File: src/rtl/hazard_controller_pkg.sv
// Shared definitions for the pipeline hazard controller: FSM state encoding,
// state width and the flush-counter sizing helper.
package hazard_controller_pkg;

  localparam int HC_STATE_WIDTH = 2;

  // RUN=0, MEM_WAIT=1, FLUSH=2; exposed unchanged on hc_o_state.
  typedef enum logic [HC_STATE_WIDTH-1:0] {
    HC_RUN      = 2'd0,
    HC_MEM_WAIT = 2'd1,
    HC_FLUSH    = 2'd2
  } hc_state_e;

  // Bits needed to hold FLUSH_CYCLES-1, never less than one bit.
  function automatic int hc_fl_width(input int flush_cycles);
    return (flush_cycles > 1) ? $clog2(flush_cycles) : 1;
  endfunction

endpackage

File: src/rtl/hc_load_use_detect.sv
// Load-use comparator: flags a decode instruction that reads the destination
// of a load still sitting in execute. x0 never creates a hazard.
module hc_load_use_detect
  import hazard_controller_pkg::*;
#(
  parameter int AWIDTH = 5
) (
  input  logic              i_ds_valid,
  input  logic [AWIDTH-1:0] i_ds_rs1,
  input  logic [AWIDTH-1:0] i_ds_rs2,
  input  logic              i_ex_valid,
  input  logic              i_ex_is_load,
  input  logic [AWIDTH-1:0] i_ex_rd,
  output logic              o_hazard
);

  logic w_rd_nonzero;
  logic w_rd_match;

  assign w_rd_nonzero = (i_ex_rd != '0);
  assign w_rd_match   = (i_ex_rd == i_ds_rs1) | (i_ex_rd == i_ds_rs2);
  assign o_hazard     = i_ds_valid & i_ex_valid & i_ex_is_load & w_rd_nonzero & w_rd_match;

endmodule

File: src/rtl/hazard_controller.sv
// Pipeline hazard controller for the 5-stage RV32I core: load-use bubbles,
// data-memory wait stalls and multi-cycle redirect flushes.
// Optional macro HC_PERF_CNT_EN builds the three performance counters;
// without it hc_o_cnt_* read 0.
//
// Handshake: hc_i_mem_busy is the inverted ready of the data memory. While it
// is high the execute stage cannot retire, so fetch/decode/execute are held
// combinationally in that same cycle; the pipe advances in the first cycle it
// is low.
module hazard_controller
  import hazard_controller_pkg::*;
#(
  parameter int AWIDTH       = 5,
  parameter int PC_WIDTH     = 32,
  parameter int FLUSH_CYCLES = 2,
  parameter int CNT_WIDTH    = 32
) (
  input  logic                 hc_clk,
  input  logic                 hc_rst,
  input  logic                 hc_i_ds_valid,
  input  logic [AWIDTH-1:0]    hc_i_ds_rs1,
  input  logic [AWIDTH-1:0]    hc_i_ds_rs2,
  input  logic                 hc_i_ex_valid,
  input  logic                 hc_i_ex_is_load,
  input  logic [AWIDTH-1:0]    hc_i_ex_rd,
  input  logic                 hc_i_br_taken,
  input  logic [PC_WIDTH-1:0]  hc_i_br_target,
  input  logic                 hc_i_trap,
  input  logic [PC_WIDTH-1:0]  hc_i_trap_vec,
  input  logic                 hc_i_mem_busy,
  output logic                 hc_o_fs_stall,
  output logic                 hc_o_fs_flush,
  output logic                 hc_o_ds_stall,
  output logic                 hc_o_ds_flush,
  output logic                 hc_o_ex_stall,
  output logic                 hc_o_ex_bubble,
  output logic                 hc_o_redirect,
  output logic [PC_WIDTH-1:0]  hc_o_redirect_pc,
  output logic [1:0]           hc_o_state,
  output logic [CNT_WIDTH-1:0] hc_o_cnt_lu,
  output logic [CNT_WIDTH-1:0] hc_o_cnt_mw,
  output logic [CNT_WIDTH-1:0] hc_o_cnt_fl
);

  localparam int             FLW         = hc_fl_width(FLUSH_CYCLES);
  localparam logic [FLW-1:0] FL_RELOAD   = FLW'(FLUSH_CYCLES - 1);
  localparam logic [FLW-1:0] FL_ONE      = FLW'(1);
  localparam bit             MULTI_FLUSH = (FLUSH_CYCLES > 1);

  hc_state_e           r_state;
  hc_state_e           w_state_nxt;
  logic [FLW-1:0]      r_fl_cnt;
  logic [FLW-1:0]      w_fl_cnt_nxt;
  logic                w_lu_hazard;
  logic                w_redir_req;
  logic [PC_WIDTH-1:0] w_redir_pc_sel;
  logic                w_fs_stall;
  logic                w_fs_flush;
  logic                w_ds_stall;
  logic                w_ds_flush;
  logic                w_ex_stall;
  logic                w_ex_bubble;
  logic                w_redirect;
  logic [PC_WIDTH-1:0] w_redirect_pc;
  logic                w_lu_stall;

  hc_load_use_detect #(
    .AWIDTH(AWIDTH)
  ) u_lu_detect (
    .i_ds_valid  (hc_i_ds_valid),
    .i_ds_rs1    (hc_i_ds_rs1),
    .i_ds_rs2    (hc_i_ds_rs2),
    .i_ex_valid  (hc_i_ex_valid),
    .i_ex_is_load(hc_i_ex_is_load),
    .i_ex_rd     (hc_i_ex_rd),
    .o_hazard    (w_lu_hazard)
  );

  // Trap outranks a taken branch; the branch target is dropped when both fire.
  assign w_redir_req    = hc_i_trap | hc_i_br_taken;
  assign w_redir_pc_sel = hc_i_trap ? hc_i_trap_vec : hc_i_br_target;

  // Next-state and stage-control decode; everything is forced low during reset.
  always_comb begin
    w_state_nxt   = r_state;
    w_fl_cnt_nxt  = r_fl_cnt;
    w_fs_stall    = 1'b0;
    w_fs_flush    = 1'b0;
    w_ds_stall    = 1'b0;
    w_ds_flush    = 1'b0;
    w_ex_stall    = 1'b0;
    w_ex_bubble   = 1'b0;
    w_redirect    = 1'b0;
    w_redirect_pc = '0;
    w_lu_stall    = 1'b0;
    case (r_state)
      HC_RUN: begin
        if (w_redir_req) begin
          w_redirect    = 1'b1;
          w_redirect_pc = w_redir_pc_sel;
          w_fs_flush    = 1'b1;
          w_ds_flush    = 1'b1;
          if (MULTI_FLUSH) begin
            w_state_nxt  = HC_FLUSH;
            w_fl_cnt_nxt = FL_RELOAD;
          end
        end else if (hc_i_mem_busy) begin
          w_fs_stall  = 1'b1;
          w_ds_stall  = 1'b1;
          w_ex_stall  = 1'b1;
          w_state_nxt = HC_MEM_WAIT;
        end else if (w_lu_hazard) begin
          w_fs_stall  = 1'b1;
          w_ds_stall  = 1'b1;
          w_ex_bubble = 1'b1;
          w_lu_stall  = 1'b1;
        end
      end
      HC_MEM_WAIT: begin
        if (hc_i_mem_busy) begin
          w_fs_stall = 1'b1;
          w_ds_stall = 1'b1;
          w_ex_stall = 1'b1;
        end else begin
          // Memory released: this cycle behaves like RUN for redirects only.
          w_state_nxt = HC_RUN;
          if (w_redir_req) begin
            w_redirect    = 1'b1;
            w_redirect_pc = w_redir_pc_sel;
            w_fs_flush    = 1'b1;
            w_ds_flush    = 1'b1;
            if (MULTI_FLUSH) begin
              w_state_nxt  = HC_FLUSH;
              w_fl_cnt_nxt = FL_RELOAD;
            end
          end
        end
      end
      HC_FLUSH: begin
        w_fs_flush = 1'b1;
        w_ds_flush = 1'b1;
        if (w_redir_req) begin
          w_redirect    = 1'b1;
          w_redirect_pc = w_redir_pc_sel;
          w_fl_cnt_nxt  = FL_RELOAD;
        end else if (hc_i_mem_busy) begin
          w_fs_stall = 1'b1;
          w_ds_stall = 1'b1;
          w_ex_stall = 1'b1;
        end else begin
          w_fl_cnt_nxt = r_fl_cnt - FL_ONE;
          if (r_fl_cnt == FL_ONE) begin
            w_state_nxt = HC_RUN;
          end
        end
      end
      default: begin
        w_state_nxt  = HC_RUN;
        w_fl_cnt_nxt = '0;
      end
    endcase
    if (hc_rst) begin
      w_fs_stall    = 1'b0;
      w_fs_flush    = 1'b0;
      w_ds_stall    = 1'b0;
      w_ds_flush    = 1'b0;
      w_ex_stall    = 1'b0;
      w_ex_bubble   = 1'b0;
      w_redirect    = 1'b0;
      w_redirect_pc = '0;
      w_lu_stall    = 1'b0;
    end
  end

  // State and flush-countdown registers.
  always_ff @(posedge hc_clk) begin
    if (hc_rst) begin
      r_state  <= HC_RUN;
      r_fl_cnt <= '0;
    end else begin
      r_state  <= w_state_nxt;
      r_fl_cnt <= w_fl_cnt_nxt;
    end
  end

  assign hc_o_fs_stall    = w_fs_stall;
  assign hc_o_fs_flush    = w_fs_flush;
  assign hc_o_ds_stall    = w_ds_stall;
  assign hc_o_ds_flush    = w_ds_flush;
  assign hc_o_ex_stall    = w_ex_stall;
  assign hc_o_ex_bubble   = w_ex_bubble;
  assign hc_o_redirect    = w_redirect;
  assign hc_o_redirect_pc = w_redirect_pc;
  assign hc_o_state       = hc_rst ? 2'd0 : r_state;

`ifdef HC_PERF_CNT_EN
  logic [CNT_WIDTH-1:0] r_cnt_lu;
  logic [CNT_WIDTH-1:0] r_cnt_mw;
  logic [CNT_WIDTH-1:0] r_cnt_fl;

  // Free-running wrap-around event counters.
  always_ff @(posedge hc_clk) begin
    if (hc_rst) begin
      r_cnt_lu <= '0;
      r_cnt_mw <= '0;
      r_cnt_fl <= '0;
    end else begin
      if (w_lu_stall) r_cnt_lu <= r_cnt_lu + CNT_WIDTH'(1);
      if (w_ex_stall) r_cnt_mw <= r_cnt_mw + CNT_WIDTH'(1);
      if (w_redirect) r_cnt_fl <= r_cnt_fl + CNT_WIDTH'(1);
    end
  end

  assign hc_o_cnt_lu = hc_rst ? '0 : r_cnt_lu;
  assign hc_o_cnt_mw = hc_rst ? '0 : r_cnt_mw;
  assign hc_o_cnt_fl = hc_rst ? '0 : r_cnt_fl;
`else
  assign hc_o_cnt_lu = '0;
  assign hc_o_cnt_mw = '0;
  assign hc_o_cnt_fl = '0;
`endif

endmodule
File: config.mk
export PLATFORM = sky130hd
export DESIGN_NAME = hazard_controller
export DESIGN_NICKNAME = d
export VERILOG_FILES = /design/src/rtl/hazard_controller_pkg.sv /design/src/rtl/hc_load_use_detect.sv /design/src/rtl/hazard_controller.sv
export SDC_FILE = /design/constraint.sdc
export NUM_CORES = 1
export LEC_CHECK = 0
export BUFFER_PORTS_ARGS = -buffer_cell sky130_fd_sc_hd__buf_4
export CELL_PAD_IN_SITES_DETAIL_PLACEMENT = 1
export CELL_PAD_IN_SITES_GLOBAL_PLACEMENT = 2
export CORE_MARGIN = 2
export CORE_UTILIZATION = 13
export DETAILED_ROUTE_END_ITERATION = 6
export MAX_ROUTING_LAYER = met4
export PLACE_DENSITY_LB_ADDON = 0.25
export SETUP_SLACK_MARGIN = 0.4
export SYNTH_ARGS = -nofsm -noshare
export SYNTH_HDL_FRONTEND = slang
export SYNTH_SLANG_ARGS = --single-unit
File: constraint.sdc
create_clock -name hc_clk -period 1.5 [get_ports hc_clk]
set_clock_uncertainty 0.1 [all_clocks]
set_input_delay 0.15 -clock hc_clk [delete_from_list [all_inputs] [get_ports hc_clk]]
set_output_delay 0.15 -clock hc_clk [all_outputs]
set_load 0.005 [all_outputs]
==> metrics.txt <==
clk sinks 3; FF+latch area around 65 um^2; max cap viols 0; HP Class input pin to flip-flop; clock tree buffer depth 2; failing checks negative setup slack; hpwl dp between 4000 and 5000 um; largest net degree at the start of global routing 33; post-synthesis cell type count 34; vias after detailed routing about 1700; Die Y-Extent approximately 120 um; I/O pins between 200 and 250; run status finished with violations; total clock buffers created by CTS 3; vias in the first global route ~1600; GPL Wtd Cong slightly above 0.7; WP data arrival ~1.5 ns; reg2reg setup slack -0.13 ns; root buf cell clkbuf_16; row count between 40 and 50; power after layout 0.00134 W; cell count after synthesis roughly 230; die width between 100 and 150 um; CP Launch Point r_state[0]; FMAX 0.588 GHz; maximum VDD drop roughly 0.4 mV; number of remaining DRC errors 0; RSZ-0062 raised after global routing true; maximum fanout along the worst path 2; First DRT Iteration DRCs 20; WP data required between 1 and 1.5 ns; H-tree levels 1; Initial Util around an eighth; wirelength, routed roughly 5800 um; fin nets about 450; CTS tree done; min cycle time layout about 1.7 ns; hold-fix buffers at CTS 0; setup TNS -6.54 ns; worst hold start hc_rst; startpoint type of the worst setup path flip-flop; DP Area 0.00270 mm^2; syn avg cell area just over 8 um^2; Power Dens Cells approximately 440 mW/mm^2; All-Layer GR Usage roughly 6.7%; Worst Slack Setup Final -0.201 ns; Clk pin slew, worst setup/hold paths approximately 0.030 ns; Final Hold Viols 0; n_diodes 0; Crit. End Element output pin; First-pass DRT Iterations 2; Worst-Skew Late Latency about 0.22 ns; PortBufs 127; Final Setup Violations between 40 and 50; post-DR wirelength/cell ~11 um; share of layout cells above drive strength 1 a little over half; first-pass GRT wire length a little under 8000 um; final slew viol count 0; Multi-input gate area approximately 0.0014 mm^2; Final Instance Area ~0.003 mm^2; mapped cell area roughly 0.0018 mm^2; fin crit share 113%; leakage approximately 1.6 nW; Core Region between 0.01 and 0.015 mm^2; layout overhead on the synthesized area 66.8%; sequential fraction of the synthesis area about 3.3%; Non-Filler Instances ~540; antenna violations before repair 0; die footprint about 0.015 mm^2; GR Overflow Total 0; Antenna Nets Post-Route 0; #FFs+latches synth 3; Crit Path Class flip-flop to output pin; RR Startpoint r_state[0]; via/cell ratio around 3.1; Placed Cells approximately 530; YS warnings 0; Fillers between 1500 and 2000
layout make-up:
type	count	area share, %
Tap cell	180	7.35
Timing Repair Buffer	148	42.2
Inverter	5	1.10
Sequential cell	3	2.12
Clock buffer	4	2.57
Multi-Input combinational cell	204	44.6
flip-flops by register name, summed over array words and instances (netlist names):
register and count:
r_state 2, r_fl_cnt 1
power breakdown:
part           internal, W  total (W)  switching (W)  leakage (nW)
logic             0.000453   0.000818       0.000365          1.51
registers        0.0000884  0.0000937     0.00000529        0.0259
clock network     0.000351   0.000424      0.0000731        0.0382
total             0.000892    0.00134       0.000443          1.58
cell families after synthesis:
family                     share of synthesized area, %
muxes                                              18.0
AOI/OAI and AO/OA                                  4.90
other                                             0.204
adders and majority gates                         0.681
DFF                                                3.27
xor gates and xnor gates                           4.77
buffers and inverters                              46.6
and+or+nand+nor                                    21.6
cell usage in the layout, fill, tap and decap left out, types with 2 or more instances in the layout:
cell type	netlist	layout
a21oi_2	0	2
buf_12	2	5
buf_4	99	111
buf_6	3	32
clkbuf_16	0	3
conb_1	1	96
inv_1	2	2
mux2i_1	33	33
nor2_1	11	8
nor2_2	8	9
nor2_4	20	22
nor3_1	3	2
o21ai_2	0	2
o31ai_4	0	2
or2_4	1	2
xor2_1	10	10
path summary, 6_finish.rpt:
path	to	depth (start not counted)
setup reg to reg	r_state[1]	10
hold reg to reg	r_fl_cnt	3
hold / removal	r_state[1]	2
setup / recovery	hc_o_fs_stall	5
repair_timing:
item	CTS	global route
setup buffers	5	2
pin swaps	11	4
gates resized for setup	49	6
setup endpoints to repair	44	44
synth_stat cells, drive strengths merged:
library cell	number	area, um^2
nand2	1	3.75
o21ai	3	15.0
conb	1	3.75
a21oi	3	15.0
nor2	39	317
nor3	3	15.0
o31ai	2	20.0
o21a	1	7.51
inv	5	18.8
buf	108	837
xor2	10	87.6
or4	1	7.51
a311oi	1	8.76
mux2i	33	330
ha	1	12.5
a22oi	1	7.51
o22a	1	8.76
dfxtp	3	60.1
nand3b	1	7.51
a21o	1	7.51
nor3b	1	7.51
or2	2	15.0
nand3	1	5.00
nor4	2	18.8
routing by layer:
| layer | global-route usage [%] | vias to the layer above | routed length, um |
|---|---|---|---|
| met2 | 14.1 | 107 | 3440 |
| met1 | 5.81 | 776 | 1620 |
| met3 | 2.32 | 0 | 717 |
| met5 | - | - | 0 |
| met4 | 0.216 | 0 | 0 |
| li1 | - | 812 | - |
through the flow:
stage	utilization [%]	hold WS (ns)	setup slack, ns
global placement	19.5	0.328	-0.0461
finish	22.2	0.126	-0.201
detailed placement	19.5	0.332	-0.0620
floorplan	-	0.231	0.0178
CTS	21.8	0.121	-0.249
global route	22.2	0.140	-0.285
critical path: stages (launching register included):
cell and delay (ns):
dfxtp_2 0.32, buf_6 0.13, nor4_4 0.27, o21ai_2 0.11
o31ai_4 0.25, buf_4 0.15
Power figures use the tool's default switching activity.
